`src/rtl/uart_pkg.sv`:
```
// Shared types and constants for the UART transmit scheduler.
//   sched_state_t : scheduler FSM states
//   POS_ACK       : standard acknowledge byte used by requesters
//   clog2_min1()  : index width helper that never returns 0
package uart_pkg;

  typedef enum logic [1:0] {IDLE, LOAD, WAIT, ACK} sched_state_t;

  localparam logic [7:0] POS_ACK = 8'hA5;

  function automatic int clog2_min1(input int n);
    return (n > 1) ? $clog2(n) : 1;
  endfunction

endpackage

```
`src/rtl/rr_arbiter.sv`:
```
// Combinational round-robin arbiter.
// Picks the first set request bit, searching upward from rr_ptr with wrap-around.
//   req    : request vector
//   rr_ptr : index that has the highest priority this round
//   grant  : index of the chosen requester (0 when nothing is requested)
//   valid  : at least one request is set
module rr_arbiter
  import uart_pkg::*;
#(
  parameter int NREQ = 2,
  localparam int IW  = clog2_min1(NREQ)
) (
  input  logic [NREQ-1:0] req,
  input  logic [IW-1:0]   rr_ptr,
  output logic [IW-1:0]   grant,
  output logic            valid
);

  always_comb begin
    int          idx;
    logic [IW-1:0] idx_t;
    idx   = 0;
    idx_t = '0;
    grant = '0;
    valid = |req;
    // Walk from the farthest offset back to rr_ptr so the closest match
    // (lowest offset from rr_ptr) is the last assignment and wins.
    for (int k = NREQ - 1; k >= 0; k--) begin
      idx = int'(rr_ptr) + k;
      if (idx >= NREQ) idx = idx - NREQ;
      idx_t = IW'(idx);
      if (req[idx_t]) grant = idx_t;
    end
  end

endmodule

```
`src/rtl/uart_tx_sched.sv`:
```
// Shares one byte-serial UART transmitter among NREQ requesters.
// A granted requester's word is captured, sent MSB byte first (one trmt pulse
// per byte, waiting for tx_done between bytes), then acknowledged.
//   clk, rst_n : clock, asynchronous active-low reset
//   req        : per-requester request level, held until ack
//   req_data   : packed words, requester i at [i*8*NBYTES +: 8*NBYTES]
//   ack        : one-cycle pulse to the requester whose word finished
//   busy       : high from grant until ack
//   trmt       : one-cycle start pulse to the transmitter
//   tx_data    : byte to transmit, valid with trmt and held until next trmt
//   tx_done    : transmitter done level (cleared by the cycle after trmt)
module uart_tx_sched
  import uart_pkg::*;
#(
  parameter int NREQ   = 2,
  parameter int NBYTES = 2
) (
  input  logic                     clk,
  input  logic                     rst_n,
  input  logic [NREQ-1:0]          req,
  input  logic [NREQ*8*NBYTES-1:0] req_data,
  output logic [NREQ-1:0]          ack,
  output logic                     busy,
  output logic                     trmt,
  output logic [7:0]               tx_data,
  input  logic                     tx_done
);

  localparam int WW = 8 * NBYTES;
  localparam int IW = clog2_min1(NREQ);
  localparam int CW = clog2_min1(NBYTES);

  sched_state_t    state_reg, state_next;
  logic [WW-1:0]   word_reg, word_next;
  logic [IW-1:0]   grant_reg, grant_next;
  logic [IW-1:0]   rr_ptr_reg, rr_ptr_next;
  logic [CW-1:0]   byte_cnt_reg, byte_cnt_next;
  logic [NREQ-1:0] ack_reg, ack_next;
  logic            busy_reg, busy_next;
  logic            trmt_reg, trmt_next;
  logic [7:0]      tx_data_reg, tx_data_next;
  logic            load_byte;

  logic [IW-1:0]   arb_grant;
  logic            arb_valid;

  logic [WW-1:0]   req_words [NREQ];
  logic [WW-1:0]   src_word;
  logic [7:0]      src_bytes [NBYTES];

  genvar gi;
  for (gi = 0; gi < NREQ; gi++) begin : g_words
    assign req_words[gi] = req_data[gi*WW +: WW];
  end

  // At grant the word register is not yet loaded, so the first byte is taken
  // straight from the winning requester's input word.
  assign src_word = (state_reg == IDLE) ? req_words[arb_grant] : word_reg;

  for (gi = 0; gi < NBYTES; gi++) begin : g_bytes
    assign src_bytes[gi] = src_word[gi*8 +: 8];
  end

  rr_arbiter #(.NREQ(NREQ)) u_arb (
    .req    (req),
    .rr_ptr (rr_ptr_reg),
    .grant  (arb_grant),
    .valid  (arb_valid)
  );

  always_ff @(posedge clk or negedge rst_n) begin
    if (!rst_n) begin
      state_reg    <= IDLE;
      word_reg     <= '0;
      grant_reg    <= '0;
      rr_ptr_reg   <= '0;
      byte_cnt_reg <= '0;
      ack_reg      <= '0;
      busy_reg     <= 1'b0;
      trmt_reg     <= 1'b0;
      tx_data_reg  <= 8'h00;
    end else begin
      state_reg    <= state_next;
      word_reg     <= word_next;
      grant_reg    <= grant_next;
      rr_ptr_reg   <= rr_ptr_next;
      byte_cnt_reg <= byte_cnt_next;
      ack_reg      <= ack_next;
      busy_reg     <= busy_next;
      trmt_reg     <= trmt_next;
      tx_data_reg  <= tx_data_next;
    end
  end

  // Outputs are registered: trmt/tx_data are prepared on the transition into
  // LOAD so they are high/valid exactly during the LOAD cycle; ack likewise
  // during the ACK cycle.
  always_comb begin
    state_next    = state_reg;
    word_next     = word_reg;
    grant_next    = grant_reg;
    rr_ptr_next   = rr_ptr_reg;
    byte_cnt_next = byte_cnt_reg;
    ack_next      = '0;
    busy_next     = busy_reg;
    trmt_next     = 1'b0;
    tx_data_next  = tx_data_reg;
    load_byte     = 1'b0;

    case (state_reg)
      IDLE: begin
        if (arb_valid) begin
          word_next     = src_word;
          grant_next    = arb_grant;
          byte_cnt_next = CW'(NBYTES - 1);
          busy_next     = 1'b1;
          load_byte     = 1'b1;
          state_next    = LOAD;
        end
      end
      LOAD: begin
        state_next = WAIT;
      end
      WAIT: begin
        // tx_done is cleared by the time WAIT is entered, so any high level
        // seen here belongs to the byte just launched.
        if (tx_done) begin
          if (byte_cnt_reg != '0) begin
            byte_cnt_next = byte_cnt_reg - CW'(1);
            load_byte     = 1'b1;
            state_next    = LOAD;
          end else begin
            ack_next   = NREQ'(1) << grant_reg;
            state_next = ACK;
          end
        end
      end
      ACK: begin
        busy_next   = 1'b0;
        rr_ptr_next = (grant_reg == IW'(NREQ - 1)) ? '0 : grant_reg + IW'(1);
        state_next  = IDLE;
      end
      default: begin
        state_next = IDLE;
      end
    endcase

    if (load_byte) begin
      trmt_next    = 1'b1;
      tx_data_next = src_bytes[byte_cnt_next];
    end
  end

  assign ack     = ack_reg;
  assign busy    = busy_reg;
  assign trmt    = trmt_reg;
  assign tx_data = tx_data_reg;

endmodule

```
`config.mk`:
```
export PLATFORM = sky130hd
export DESIGN_NAME = uart_tx_sched
export DESIGN_NICKNAME = d
export VERILOG_FILES = /design/src/rtl/uart_pkg.sv /design/src/rtl/rr_arbiter.sv /design/src/rtl/uart_tx_sched.sv
export SDC_FILE = /design/constraint.sdc
export NUM_CORES = 1
export LEC_CHECK = 0
export ABC_AREA = 1
export CAP_MARGIN = 20
export CORE_UTILIZATION = 48
export DETAILED_ROUTE_END_ITERATION = 6
export PLACE_DENSITY = 0.9
export SYNTH_ARGS = -nofsm -noshare
export SYNTH_HDL_FRONTEND = slang
export SYNTH_SLANG_ARGS = --single-unit
export TNS_END_PERCENT = 30
```
`constraint.sdc`:
```
create_clock -name clk -period 1.5 [get_ports clk]
set_clock_uncertainty 0.1 [all_clocks]
set_input_delay 0.3 -clock clk [delete_from_list [all_inputs] [get_ports clk]]
set_output_delay 0.3 -clock clk [all_outputs]
set_load 0.01 [all_outputs]
```
### Word level (Yosys, flattened, before mapping)

Index checks and enable logic that the tools add are counted.

* output and inout port bits: 12
* word-level logic and storage cells: 68
* ROM bits: 0
* bits in registers: 33
* input port bits: 37
* memory bits (writable): 0
* bits in latches: 0
* memories kept: 0

* bitwise operators: 2
* mux-type cells: 34
* multipliers: 0
* add/sub/neg operators: 5
* div/mod/pow operators: 0
* eq/ne operators: 5
* order comparisons: 6
* shift operators: 1
* reduce and logical (&&, ||, !) cells: 6

Operator list (number)
* two-way mux 16 bit: 4
* two-way mux 8 bit: 3
* two-way mux 1 bit: 17
* two-way mux 2 bit: 6
* one-hot mux 2 bit (4 select lines): 1
* greater-or-equal comparator 2 bit, second input constant: 3
* one-hot mux 1 bit (2 select lines): 3
* AND reduction 2 bit: 3
* equality test 2 bit, second input constant: 2
* < comparator 1 x 2 -> 1 bit, second input constant: 2
* inequality test 2 bit, second input constant: 2
* NOT 1 -> 2 bit: 2
* subtractor 1 bit, second input constant: 3
* adder 1 x 1 -> 2 bit, second input constant: 1
* equality test 2 x 1 -> 1 bit, second input constant: 1
* greater-or-equal comparator 1 x 2 -> 1 bit, second input constant: 1
* logical NOT 2 bit: 1
* nonzero test 2 bit: 1
* OR reduction 2 bit: 1
* << shifter 1 x 1 -> 2 bit, first input constant: 1
* adder 1 bit, second input constant: 1

### Logic depth before layout (Yosys ltp)

Gate-level depths: netlist of run 1.

* depth after elaboration: 15
* depth in mapped cells: 11
* gate-level depth less buffers: 9

### Hierarchy

Synthesis of run 1 repeated with hierarchy kept, for this count alone.

* cells, all modules: 269
* area, all modules: 1984.4 um2

By module, submodules not included
* uart_tx_sched: area each 1965.6 um2, seq. area each 825.8 um2, cells an instance 265, instances 1
* rr_arbiter: area each 18.8 um2, seq. area each 0.0 um2, cells an instance 4, instances 1

### Worst setup path after synthesis of run 1

OpenSTA, ideal clock, no wires.

* path kind: flip-flop to flip-flop
* start: register state_reg[0]
* end: register tx_data_reg[0] (netlist: tx_data[0])
* slack: 0.079 ns
* data arrival time: 1.203 ns
* clock period less this slack: 1.421 ns
* cell stages (with the launch flop): 10
* path buffers: 1
* data required time: 1.283 ns
* setup time: 0.117 ns
* cells stage by stage: dfrtp_1 > nor2_4 > nand2_4 > nand2_4 > nand2_4 > buf_6 > nor2_1 > nand2_1 > nand3_1 > nand2_1

* longest elaborated chain between the ends: 6
* elaborated cells on any way between the ends: 9
* classes of those cells: eq/ne (1); mux (6); bitwise (1); reduce/logical (1)

RTL lines
* from (decl): line uart_tx_sched.sv:33 `sched_state_t state_reg, state_next;`
* from (signal assigned): line uart_tx_sched.sv:83 `state_reg <= state_next;`
* equality test 2 bit or logical NOT 2 bit (tied branches): line uart_tx_sched.sv:110, uart_tx_sched.sv:58
* one-hot mux 1 bit (2 select lines): line uart_tx_sched.sv:110 `case (state_reg)`
* NOT 1 -> 2 bit (not written as such): line uart_tx_sched.sv:150 `tx_data_next = src_bytes[byte_cnt_next];`
* two-way mux 8 bit (not written as such) (3 in series): line uart_tx_sched.sv:150
* to (signal assigned): line uart_tx_sched.sv:91 `tx_data_reg <= tx_data_next;`
* to (decl): line uart_tx_sched.sv:41 `logic [7:0] tx_data_reg, tx_data_next;`

Parallel ways exist; a longest one is shown, timed or not. The select of a mux whose other input is x is not followed.
A chain may end at the register's enable or synchronous reset.

### Worst setup path after layout of run 1

* start: input port req[0]
* end: register tx_data_reg[2] (netlist: tx_data[2])

* longest elaborated chain between the ends: 12
* elaborated cells on any way between the ends: 20
* classes of those cells: mux (17); bitwise (2); reduce/logical (1)

RTL lines
* from (decl): line uart_tx_sched.sv:20 `input logic [NREQ-1:0] req,`
* two-way mux 1 bit (not written as such) (2 in series): line rr_arbiter.sv:32 `if (req[idx_t]) grant = idx_t;`
* two-way mux 1 bit (2 in series): line rr_arbiter.sv:32
* NOT 1 -> 2 bit (not written as such): line uart_tx_sched.sv:58 `assign src_word = (state_reg == IDLE) ? req_words[arb_grant] : word_reg;`
* two-way mux 16 bit (not written as such) (3 in series): line uart_tx_sched.sv:58
* two-way mux 16 bit: line uart_tx_sched.sv:58
* two-way mux 8 bit (not written as such) (3 in series): line uart_tx_sched.sv:150

Parallel ways exist; a longest one is shown, timed or not. The select of a mux whose other input is x is not followed.

==> results of run 1 <==
-- per-stage QoR --
| step | setup TNS, ps | worst slack, ps | utilization [%] | cell area [µm²] |
|---|---|---|---|---|
| finish | -2.220 | -2.220 | 73.95 | 2565 |
| global route | -142.3 | -35.83 | 73.95 | 2565 |
| CTS | -218.8 | -48.56 | 71.03 | 2464 |
| detailed placement | -5370 | -330.2 | 69.16 | 2399 |
| global placement | -4980 | -310.1 | 69.16 | 2399 |
| floorplan | 0 | 79.19 | - | 1797 |
-- how the worst max path moves through the flow --
stage / startpoint / to / slack [ps] / cells after the start
after floorplan: state_reg[0] / tx_data[0] / 80 / 9
after global placement: req[1] / tx_data[1] / -310 / 10
after detailed placement: req[1] / tx_data[2] / -330 / 10
after CTS: req[1] / tx_data[5] / -50 / 10
after global routing: req[0] / tx_data[4] / -40 / 9
final: req[0] / tx_data[2] / -2 / 10
-- repair_timing --
action                                  4_1_cts  5_1_grt
hold endpoints to repair                      0        0
endpoints found under the setup margin       20        9
resized for setup                            12       13
pin swaps                                     0        5
buffers inserted                              0        3
gates cloned                                  0        2
-- Yosys cell counts --
cell,n,area (µm²)
sky130_fd_sc_hd__nand2_1,81,304.0
sky130_fd_sc_hd__nor2_4,1,11.26
sky130_fd_sc_hd__inv_1,46,172.7
sky130_fd_sc_hd__nand3_1,41,205.2
sky130_fd_sc_hd__o21ai_1,16,80.08
sky130_fd_sc_hd__a31oi_1,1,6.260
sky130_fd_sc_hd__nor3_1,1,5.000
sky130_fd_sc_hd__nor2_1,17,63.81
sky130_fd_sc_hd__inv_2,2,7.510
sky130_fd_sc_hd__clkbuf_1,2,7.510
sky130_fd_sc_hd__inv_4,1,6.260
sky130_fd_sc_hd__nand2_4,3,33.78
sky130_fd_sc_hd__nand2_2,3,18.77
sky130_fd_sc_hd__o21ai_0,2,10.01
sky130_fd_sc_hd__dfrtp_1,33,825.8
sky130_fd_sc_hd__buf_4,1,7.510
sky130_fd_sc_hd__buf_2,4,20.02
sky130_fd_sc_hd__buf_6,1,11.26
-- power groups by stage --
| stage | combinational (mW) | sequential [mW] | clock [mW] |
|---|---|---|---|
| floorplan | 1.41 | 1.46 | 0 |
| global placement | 2.21 | 1.42 | 0 |
| detailed placement | 2.26 | 1.44 | 0 |
| CTS | 2.20 | 1.43 | 0.641 |
| global route | 2.70 | 1.47 | 0.693 |
| finish | 2.44 | 1.43 | 0.632 |
-- logic make-up (layout without fill, tap and decap cells) --
| logic type | after synthesis | after routing |
|---|---|---|
| and+or+nand+nor | 147 | 149 |
| buffers and inverters | 57 | 121 |
| DFF | 33 | 33 |
| AOI/OAI and AO/OA | 19 | 19 |
-- area by class of cell --
type / count / area, µm²
Fill cell: 295 / 903.4
Sequential cell: 33 / 827.0
Multi-Input combinational cell: 168 / 813.3
Timing Repair Buffer: 64 / 600.6
Inverter: 49 / 186.4
Clock buffer: 8 / 80.08
Tap cell: 46 / 57.56
-- layout by cell type, fill, tap and decap left out, types with 2 or more instances in the layout --
| cell | count |
|---|---|
| sky130_fd_sc_hd__buf_4 | 15 |
| sky130_fd_sc_hd__clkbuf_1 | 3 |
| sky130_fd_sc_hd__clkbuf_8 | 5 |
| sky130_fd_sc_hd__clkdlybuf4s50_1 | 35 |
| sky130_fd_sc_hd__dfrtp_1 | 32 |
| sky130_fd_sc_hd__dlygate4sd2_1 | 12 |
| sky130_fd_sc_hd__inv_1 | 46 |
| sky130_fd_sc_hd__inv_2 | 2 |
| sky130_fd_sc_hd__nand2_1 | 79 |
| sky130_fd_sc_hd__nand2_2 | 4 |
| sky130_fd_sc_hd__nand2_4 | 4 |
| sky130_fd_sc_hd__nand2_8 | 2 |
| sky130_fd_sc_hd__nand3_1 | 38 |
| sky130_fd_sc_hd__nand3_2 | 2 |
| sky130_fd_sc_hd__nor2_1 | 16 |
| sky130_fd_sc_hd__o21ai_0 | 2 |
| sky130_fd_sc_hd__o21ai_1 | 16 |
-- metal layers --
| metal | wire (µm) | GRT usage, % | part of all wire [%] | up-vias |
|---|---|---|---|---|
| met3 | 285 | 5.254 | 6.6 | 14 |
| li1 | - | - | - | 911 |
| met2 | 2025 | 36.56 | 47 | 80 |
| met4 | 130 | 10.51 | 3.0 | 0 |
| met5 | 0 | 0 | 0 | - |
| met1 | 1904 | 29.37 | 44 | 787 |
-- worst max-delay path: stages --
cell,delay [ps]
sky130_fd_sc_hd__clkdlybuf4s50_1,490
sky130_fd_sc_hd__inv_1,60
sky130_fd_sc_hd__nand2_2,90
sky130_fd_sc_hd__nand2_4,90
sky130_fd_sc_hd__nand2_8,120
sky130_fd_sc_hd__nand2_8,80
sky130_fd_sc_hd__nor2_1,120
sky130_fd_sc_hd__nand2_1,100
sky130_fd_sc_hd__nand3_1,80
sky130_fd_sc_hd__nand2_1,50
==> flow_summary.toml, run 1 <==
[power_and_ir_drop]
pwr-share-seq_pct = 31.7
vdd_drop_max_mv = 0.6795
power_frac_comb_pct = 54.2
power_density_mw_per_mm2 = 1754
power.static_leakage_nw = 1.373
share_clk_of_total_power_pct = 14.1
p_int_mw = 2.523
fin_total_pwr_mw = 4.500
netSwitchingFraction_pct = 43.94
power_switching_mw = 1.977

[clock_tree]
clock_input_transition_at_the_sequential_cells_of_the_worst_setup_and_hold_paths_ps = 60
cts-hold-fix-buffers = 0
root_buffer = "sky130_fd_sc_hd__clkbuf_8"
cts_tree = "yes"
clock_sinks = 33
clk_latency_ps = 280
htree_levels = 2
cts_inserted_buffers = 5
clock_tree.buffer_depth = 2

[global_routing]
pin_count_of_the_biggest_net_entering_global_routing = 34
grt_remaining_overflow = 0
grt_antenna_before_repair = 0
grt_util_all_layers_pct = 22.89
grt_pass1_vias = 1585
grt_pass1_wl_mm = 6.996

[worst_setup_path]
critical_path.reg2reg.endpoint = "tx_data[2]"
timing.reg2reg.worst_path_depth = 8
worst_ep_required_time_ps = 1580
startpoint_type = "input port"
setup.worst_path.end_class = "flip-flop"
critical_path.max_fanout = 9
timing.rr.start = "state_reg[1]"
arrival_ps = 1580
worst-setup-path-type = "input port to flip-flop"
r2r_slack_ps = -2

[final_layout]
largest_register_ff_count = 16
antenna-diode-count = 0
drive_gt1_share_pct = 12.42
layout-area-overhead-vs-synth_pct = 42.76
nNetsFinal = 358
instances_no_fill = 368

[drt]
wire_per_inst_um = 11.81
drt-initial-drc-count = 140
vias_per_inst = 4.870
antenna_left = 0
postRouteWirelength_mm = 4.345
route.detailed.drc = 0
via_count = 1792
first_pass_iteration_count_of_the_detailed_router = 4

[synthesis]
yosys.area_share.simple_pct = 35.72
xor_xnor_share_of_the_synthesized_area_pct = 0
netlist-cell-type-count = 18
synthesis.yosys.warnings = 0
synth.avg_cell_area_um2 = 7.018
synth_compound_area_share_pct = 5.362
synth.cell_area_mm2 = 0.001797
synth_top_family_by_area = "simple AND/OR/NAND/NOR gates"
post_synth_inst_count = 256
synth.mux.area_fraction_pct = 0
synth-adder-area-share_pct = 0
postSynthRegisterBits = 33
synth.yosys.seq_area_share_pct = 45.96
syn_nets = 293

[die]
die_width_um = 63.18
core.rowCount = 21
fp.dieArea_mm2 = 0.003992
core-area_mm2 = 0.003468
ios = 49
chipHeight_um = 63.18
starting_utilization_of_the_core_area_pct = 51.80

[sta]
setup_repair_after_global_routing_missed_its_margin = "true"
clock_period_minus_final_worst_setup_slack_ps = 1502
setup_slack_ps = -2.220
max_clock_freq_mhz = 665.7
worst_pin_slew_ps = 247.5
final_min_period_over_clock_period_pct = 100.1
timing.slew.headroom_pct = 83.48
hold_viol = 0
endpoints_failing_setup = 1
slew_viol_final = 0
fin_hold_ws_ps = 278.0

[run]
max_cap_viol_count = 0

[place]
gp_congestion = 0.8879
dp_cells = 355
hpwlAfterDp_mm = 3.204
port_buffers = 48

[outcome]
failed_checks = "setup timing"
run_status = "finished with violations"

[worst_hold_path]
hold_path_class = "input port to async pin"
(Power assumes the default switching activity.)
==> run 2, diff against run 1 <==
Settings changed: CORE_UTILIZATION 48 to 58, DONT_BUFFER_PORTS set to 1, PLACE_DENSITY 0.9 to 0.84.
==> run 2 against run 1 <==
The run ends with DRC left. Total power shrank 5.7%. Global-route usage increased by 0.87 points. First-iteration DRC count fell by 44%. Non-clock buffer count decreased by 54. Register-to-register slack improved by 50 ps. Maximum frequency up 3.6%. Critical path type is now flip-flop to flip-flop. Critical endpoint is now tx_data[7]. Largest cell class unchanged.
==> flow_summary.toml, run 2 (synthesis gave the netlist of run 1 again) <==
[power_and_ir_drop]
fin_total_pwr_mw = 4.242
power_frac_comb_pct = 53.3
power_density_mw_per_mm2 = 2060
power.static_leakage_nw = 1.121
p_int_mw = 2.260
share_clk_of_total_power_pct = 11.2
pwr-share-seq_pct = 35.5
netSwitchingFraction_pct = 46.71
power_switching_mw = 1.982
vdd_drop_max_mv = 0.9960

[clock_tree]
clock_input_transition_at_the_sequential_cells_of_the_worst_setup_and_hold_paths_ps = 100
clock_sinks = 33
htree_levels = 2
clock_tree.buffer_depth = 2
root_buffer = "sky130_fd_sc_hd__clkbuf_4"
cts_tree = "yes"
clk_latency_ps = 340
cts_inserted_buffers = 5

[die]
core-area_mm2 = 0.002853
ios = 49
die_width_um = 57.66
core.rowCount = 19
starting_utilization_of_the_core_area_pct = 62.98
fp.dieArea_mm2 = 0.003324
chipHeight_um = 57.66

[global_routing]
grt_util_all_layers_pct = 23.75
grt_antenna_before_repair = 0
grt_remaining_overflow = 0
grt_pass1_wl_mm = 5.865
grt_pass1_vias = 1240
pin_count_of_the_biggest_net_entering_global_routing = 34

[final_layout]
drive_gt1_share_pct = 12.73
layout_common_cells = "sky130_fd_sc_hd__nand2_1 (80), sky130_fd_sc_hd__inv_1 (46), sky130_fd_sc_hd__nand3_1 (37)"
layout-area-overhead-vs-synth_pct = 14.62
largest_register_ff_count = 16
fill_cells = 216
nNetsFinal = 303
fin_area_mm2 = 0.002059
antenna-diode-count = 0
layout.cells.most_common = "sky130_fd_sc_hd__nand2_1"

[worst_setup_path]
startpoint_type = "flip-flop"
cp_slowest_cell = "sky130_fd_sc_hd__dfrtp_2"
worst_path_largest_cell_delay_ps = 460
cp_num_buf_inv = 2
worst_ep_required_time_ps = 1670
critical_path.max_fanout = 12
path_delay_family = "simple AND/OR/NAND/NOR gates"
arrival_ps = 1620
worst-setup-path-type = "flip-flop to flip-flop"
crit_chain = "nor2_4 > buf_6 > clkbuf_16 > nand3_1 > nand3_1 > nand3_1 > nand2_1"
cell_with_the_most_instances_on_the_worst_path = "sky130_fd_sc_hd__nand3_1"
setup.worst_path.end_class = "flip-flop"

[sta]
slew_viol_final = 0
endpoints_failing_setup = 0
final_min_period_over_clock_period_pct = 96.67
max_clock_freq_mhz = 689.7
setup_slack_ps = 50.00
worst_pin_slew_ps = 314.3
hold_viol = 0
setup_repair_after_global_routing_missed_its_margin = "true"
clock_period_minus_final_worst_setup_slack_ps = 1450
timing.slew.headroom_pct = 79.05
fin_hold_ws_ps = 55.62

[outcome]
failed_checks = "DRC"
run_status = "finished with violations"

[drt]
route.detailed.drc = 2
wire_per_inst_um = 13.18
postRouteWirelength_mm = 3.929
first_pass_iteration_count_of_the_detailed_router = 6
via_count = 1616
antenna_left = 0
drt-initial-drc-count = 78
vias_per_inst = 5.423

[run]
max_cap_viol_count = 0

[place]
gp_congestion = 0.7829
port_buffers = 0
dpl_cell_area_mm2 = 0.001824
dpl_worst_slack_ps = 17.22
hpwlAfterDp_mm = 2.604

[worst_hold_path]
hold_path_class = "input port to flip-flop"
-- run 2: changes by cell type in the layout (fill, tap and decap cells not counted), moves of 2 or more --
cell                              previous run  this run
sky130_fd_sc_hd__clkdlybuf4s50_1            35         0
sky130_fd_sc_hd__clkbuf_8                    5         0
sky130_fd_sc_hd__nand2_2                     4         2
sky130_fd_sc_hd__clkinv_2                    0         2
sky130_fd_sc_hd__buf_4                      15         3
sky130_fd_sc_hd__clkbuf_4                    0         5
sky130_fd_sc_hd__dlygate4sd2_1              12         0
sky130_fd_sc_hd__dlygate4sd3_1               0         2
sky130_fd_sc_hd__clkbuf_1                    3         1
sky130_fd_sc_hd__buf_12                      1         3
-- run 2: metrics by stage --
step | cells | setup TNS (ps) | utilization [%]
after CTS | 293 | 0 | 67.32
final | 298 | 0 | 72.19
after global placement | 282 | 0 | 63.95
after floorplan | 256 | 0 | -
after detailed placement | 282 | 0 | 63.95
after global routing | 298 | -152.5 | 72.19
-- run 2: area by class of cell --
class	count	area [µm²]	share of cell area [%]
Tap cell	31	38.79	1.883
Sequential cell	33	827.0	40.16
Clock inverter	2	10.01	0.4860
Timing Repair Buffer	10	138.9	6.744
Multi-Input combinational cell	167	812.0	39.43
Inverter	49	191.4	9.295
Clock buffer	6	41.29	2.005
-- run 2: routing by layer --
layer  part of all wire, %  track usage, %  vias up
li1                      -               -      801
met1                    47           37.96      723
met2                    43           31.23       87
met3                   8.6           5.134        5
met4                   1.6           9.184        0
met5                     0               0        -
-- run 2: power groups by stage --
stage               clock network [mW]  registers (mW)  logic [mW]
floorplan                            0            1.46        1.41
global route                     0.523            1.54        2.52
CTS                              0.486            1.49        1.83
detailed placement                   0            1.51        1.77
global placement                     0            1.50        1.74
finish                           0.477            1.51        2.26
-- run 2: final timing paths --
path / from / endpoint / slack [ps] / depth (start not counted)
min in group asynchronous: rst_n / ack[0] / 290 / 2
hold reg to reg: byte_cnt_reg / ack[0] / 380 / 1
hold / removal: tx_done / ack[0] / 60 / 2
setup / recovery: state_reg[1] / tx_data[7] / 50 / 7
setup reg to reg: state_reg[1] / tx_data[7] / 50 / 7
max in group asynchronous: rst_n / state_reg[1] / 820 / 2
-- run 2: repair_timing --
item / in CTS / in global routing
setup buffers: 0 / 3
endpoints found under the hold margin: 34 / 0
hold buffers: 3 / 0
pin swaps: 0 / 5
gates cloned: 0 / 2
resized for setup: 1 / 15
endpoints found under the setup margin: 3 / 14
==> run 3, diff against run 2 <==
Clock period 1.5 ns to 1.45 ns, I/O delays scaled along.
==> run 3 against run 2 <==
The flow still finishes with violations (DRC). Wire length down 1.9%. Via count stayed put. Highest routed layer unchanged. Total power is 0.53% higher. Global-route usage rose by 1.6 points. Largest power group unchanged.
==> flow_summary.toml, run 3 (synthesis gave the netlist of run 1 again) <==
[outcome]
run_status = "finished with violations"
failed_checks = "DRC"

[worst_setup_path]
startpoint_type = "flip-flop"
worst_ep_required_time_ps = 1580
arrival_ps = 1540
critical_path.max_fanout = 9
setup.worst_path.end_class = "flip-flop"
worst-setup-path-type = "flip-flop to flip-flop"

[final_layout]
register_area_um2 = 827.0
largest_register_ff_count = 16
fin_area_mm2 = 0.002041
fill_cells = 238
antenna-diode-count = 0
multi_input_comb_area_um2 = 825.8
drive_gt1_share_pct = 13.16
layout_common_cells = "sky130_fd_sc_hd__nand2_1 (80), sky130_fd_sc_hd__inv_1 (46), sky130_fd_sc_hd__nand3_1 (37)"
nNetsFinal = 303
layout-area-overhead-vs-synth_pct = 13.58
layout.cells.most_common = "sky130_fd_sc_hd__nand2_1"

[place]
hpwlAfterDp_mm = 2.662
dpl_cell_area_mm2 = 0.001839
port_buffers = 0
dpl_worst_slack_ps = -6.768
gp_congestion = 0.8283

[drt]
route.detailed.drc = 2
via_count = 1616
antenna_left = 0
postRouteWirelength_mm = 3.855
drt-initial-drc-count = 61
wire_per_inst_um = 12.98
first_pass_iteration_count_of_the_detailed_router = 6
vias_per_inst = 5.441

[global_routing]
grt_antenna_before_repair = 0
grt_remaining_overflow = 0
grt_pass1_vias = 1336
grt_pass1_wl_mm = 6.258
grt_util_all_layers_pct = 25.31
pin_count_of_the_biggest_net_entering_global_routing = 34

[sta]
endpoints_failing_setup = 0
clock_period_minus_final_worst_setup_slack_ps = 1413
max_clock_freq_mhz = 707.9
setup_repair_after_global_routing_missed_its_margin = "true"
fin_hold_ws_ps = 112.0
timing.slew.headroom_pct = 79.33
slew_viol_final = 0
setup_slack_ps = 37.39
hold_viol = 0
final_min_period_over_clock_period_pct = 97.42
totalNegativeSetupSlack_ps = 0
worst_pin_slew_ps = 310.0

[clock_tree]
clock_tree.buffer_depth = 2
clock_sinks = 33
clock_input_transition_at_the_sequential_cells_of_the_worst_setup_and_hold_paths_ps = 90
root_buffer = "sky130_fd_sc_hd__clkbuf_4"
cts_inserted_buffers = 5
cts_tree = "yes"
htree_levels = 2
clk_latency_ps = 330

[die]
chipHeight_um = 57.66
core.rowCount = 19
starting_utilization_of_the_core_area_pct = 62.98
die_width_um = 57.66
fp.dieArea_mm2 = 0.003324
ios = 49
core-area_mm2 = 0.002853

[worst_hold_path]
hold_path_class = "input port to flip-flop"

[power_and_ir_drop]
power.static_leakage_nw = 1.108
vdd_drop_max_mv = 1.035
fin_total_pwr_mw = 4.265
power_density_mw_per_mm2 = 2090

[run]
max_cap_viol_count = 0
run 3: changes by cell type in the layout (fill, tap and decap cells not counted), sizes merged:
cell / previous run / this run
clkinv: 2 / 0
buf: 7 / 8
run 3: worst paths after layout:
path	startpoint	end	slack, ps	cells after the start
max in group asynchronous	rst_n	state_reg[1]	790	2
worst min-delay path	req[1]	word_reg[2]	110	3
worst max register to register	state_reg[0]	tx_data[4]	40	8
worst max-delay path	state_reg[0]	tx_data[4]	40	8
min in group asynchronous	rst_n	ack[1]	290	2
worst min register to register	byte_cnt_reg	ack[0]	370	1
run 3: routing by layer:
layer  vias up  part of all wire [%]  routed length [µm]  global-route usage [%]
met2        77                    43                1676                   34.72
met5         -                     0                   0                       0
li1        805                     -                   -                       -
met4         0                  0.93                  36                   6.463
met1       730                    48                1841                   39.34
met3         4                   7.8                 300                   7.589
run 3: final cells by class:
type                       count  share of cell area (%)
inverter                      49                   9.258
multi-input combinational    167                   40.47
sequential                    33                   40.53
timing repair buffer          10                   5.150
clock buffer                   7                   2.698
tap                           31                   1.901
run 3: through the flow:
step           util [%]  std cells
6_report          71.54        297
5_1_grt           71.54        297
4_1_cts           68.99        295
3_5_place_dp      64.47        284
3_3_place_gp      64.47        284
2_1_floorplan         -        256
run 3: critical path, stage by stage, from the launching register on:
cell and delay (ps):
sky130_fd_sc_hd__dfrtp_1 430, sky130_fd_sc_hd__nor2_4 200, sky130_fd_sc_hd__nand2_4 110, sky130_fd_sc_hd__nand2_8 120
sky130_fd_sc_hd__nand2_8 80, sky130_fd_sc_hd__nor2_1 90, sky130_fd_sc_hd__nand2_1 70, sky130_fd_sc_hd__nand3_2 60
sky130_fd_sc_hd__nand2_1 50
run 3: power breakdown:
part / internal (mW) / switching, mW
registers: 1.27 / 0.288
clock network: 0.229 / 0.288
logic: 0.766 / 1.42
run 3: what timing repair did:
item	in CTS	in global routing
hold buffers	3	0
gates resized for setup	5	12
buffers inserted	1	1
pin swaps	1	4
cloned	0	1
endpoints found under the hold margin	34	0
endpoints found under the setup margin	4	10
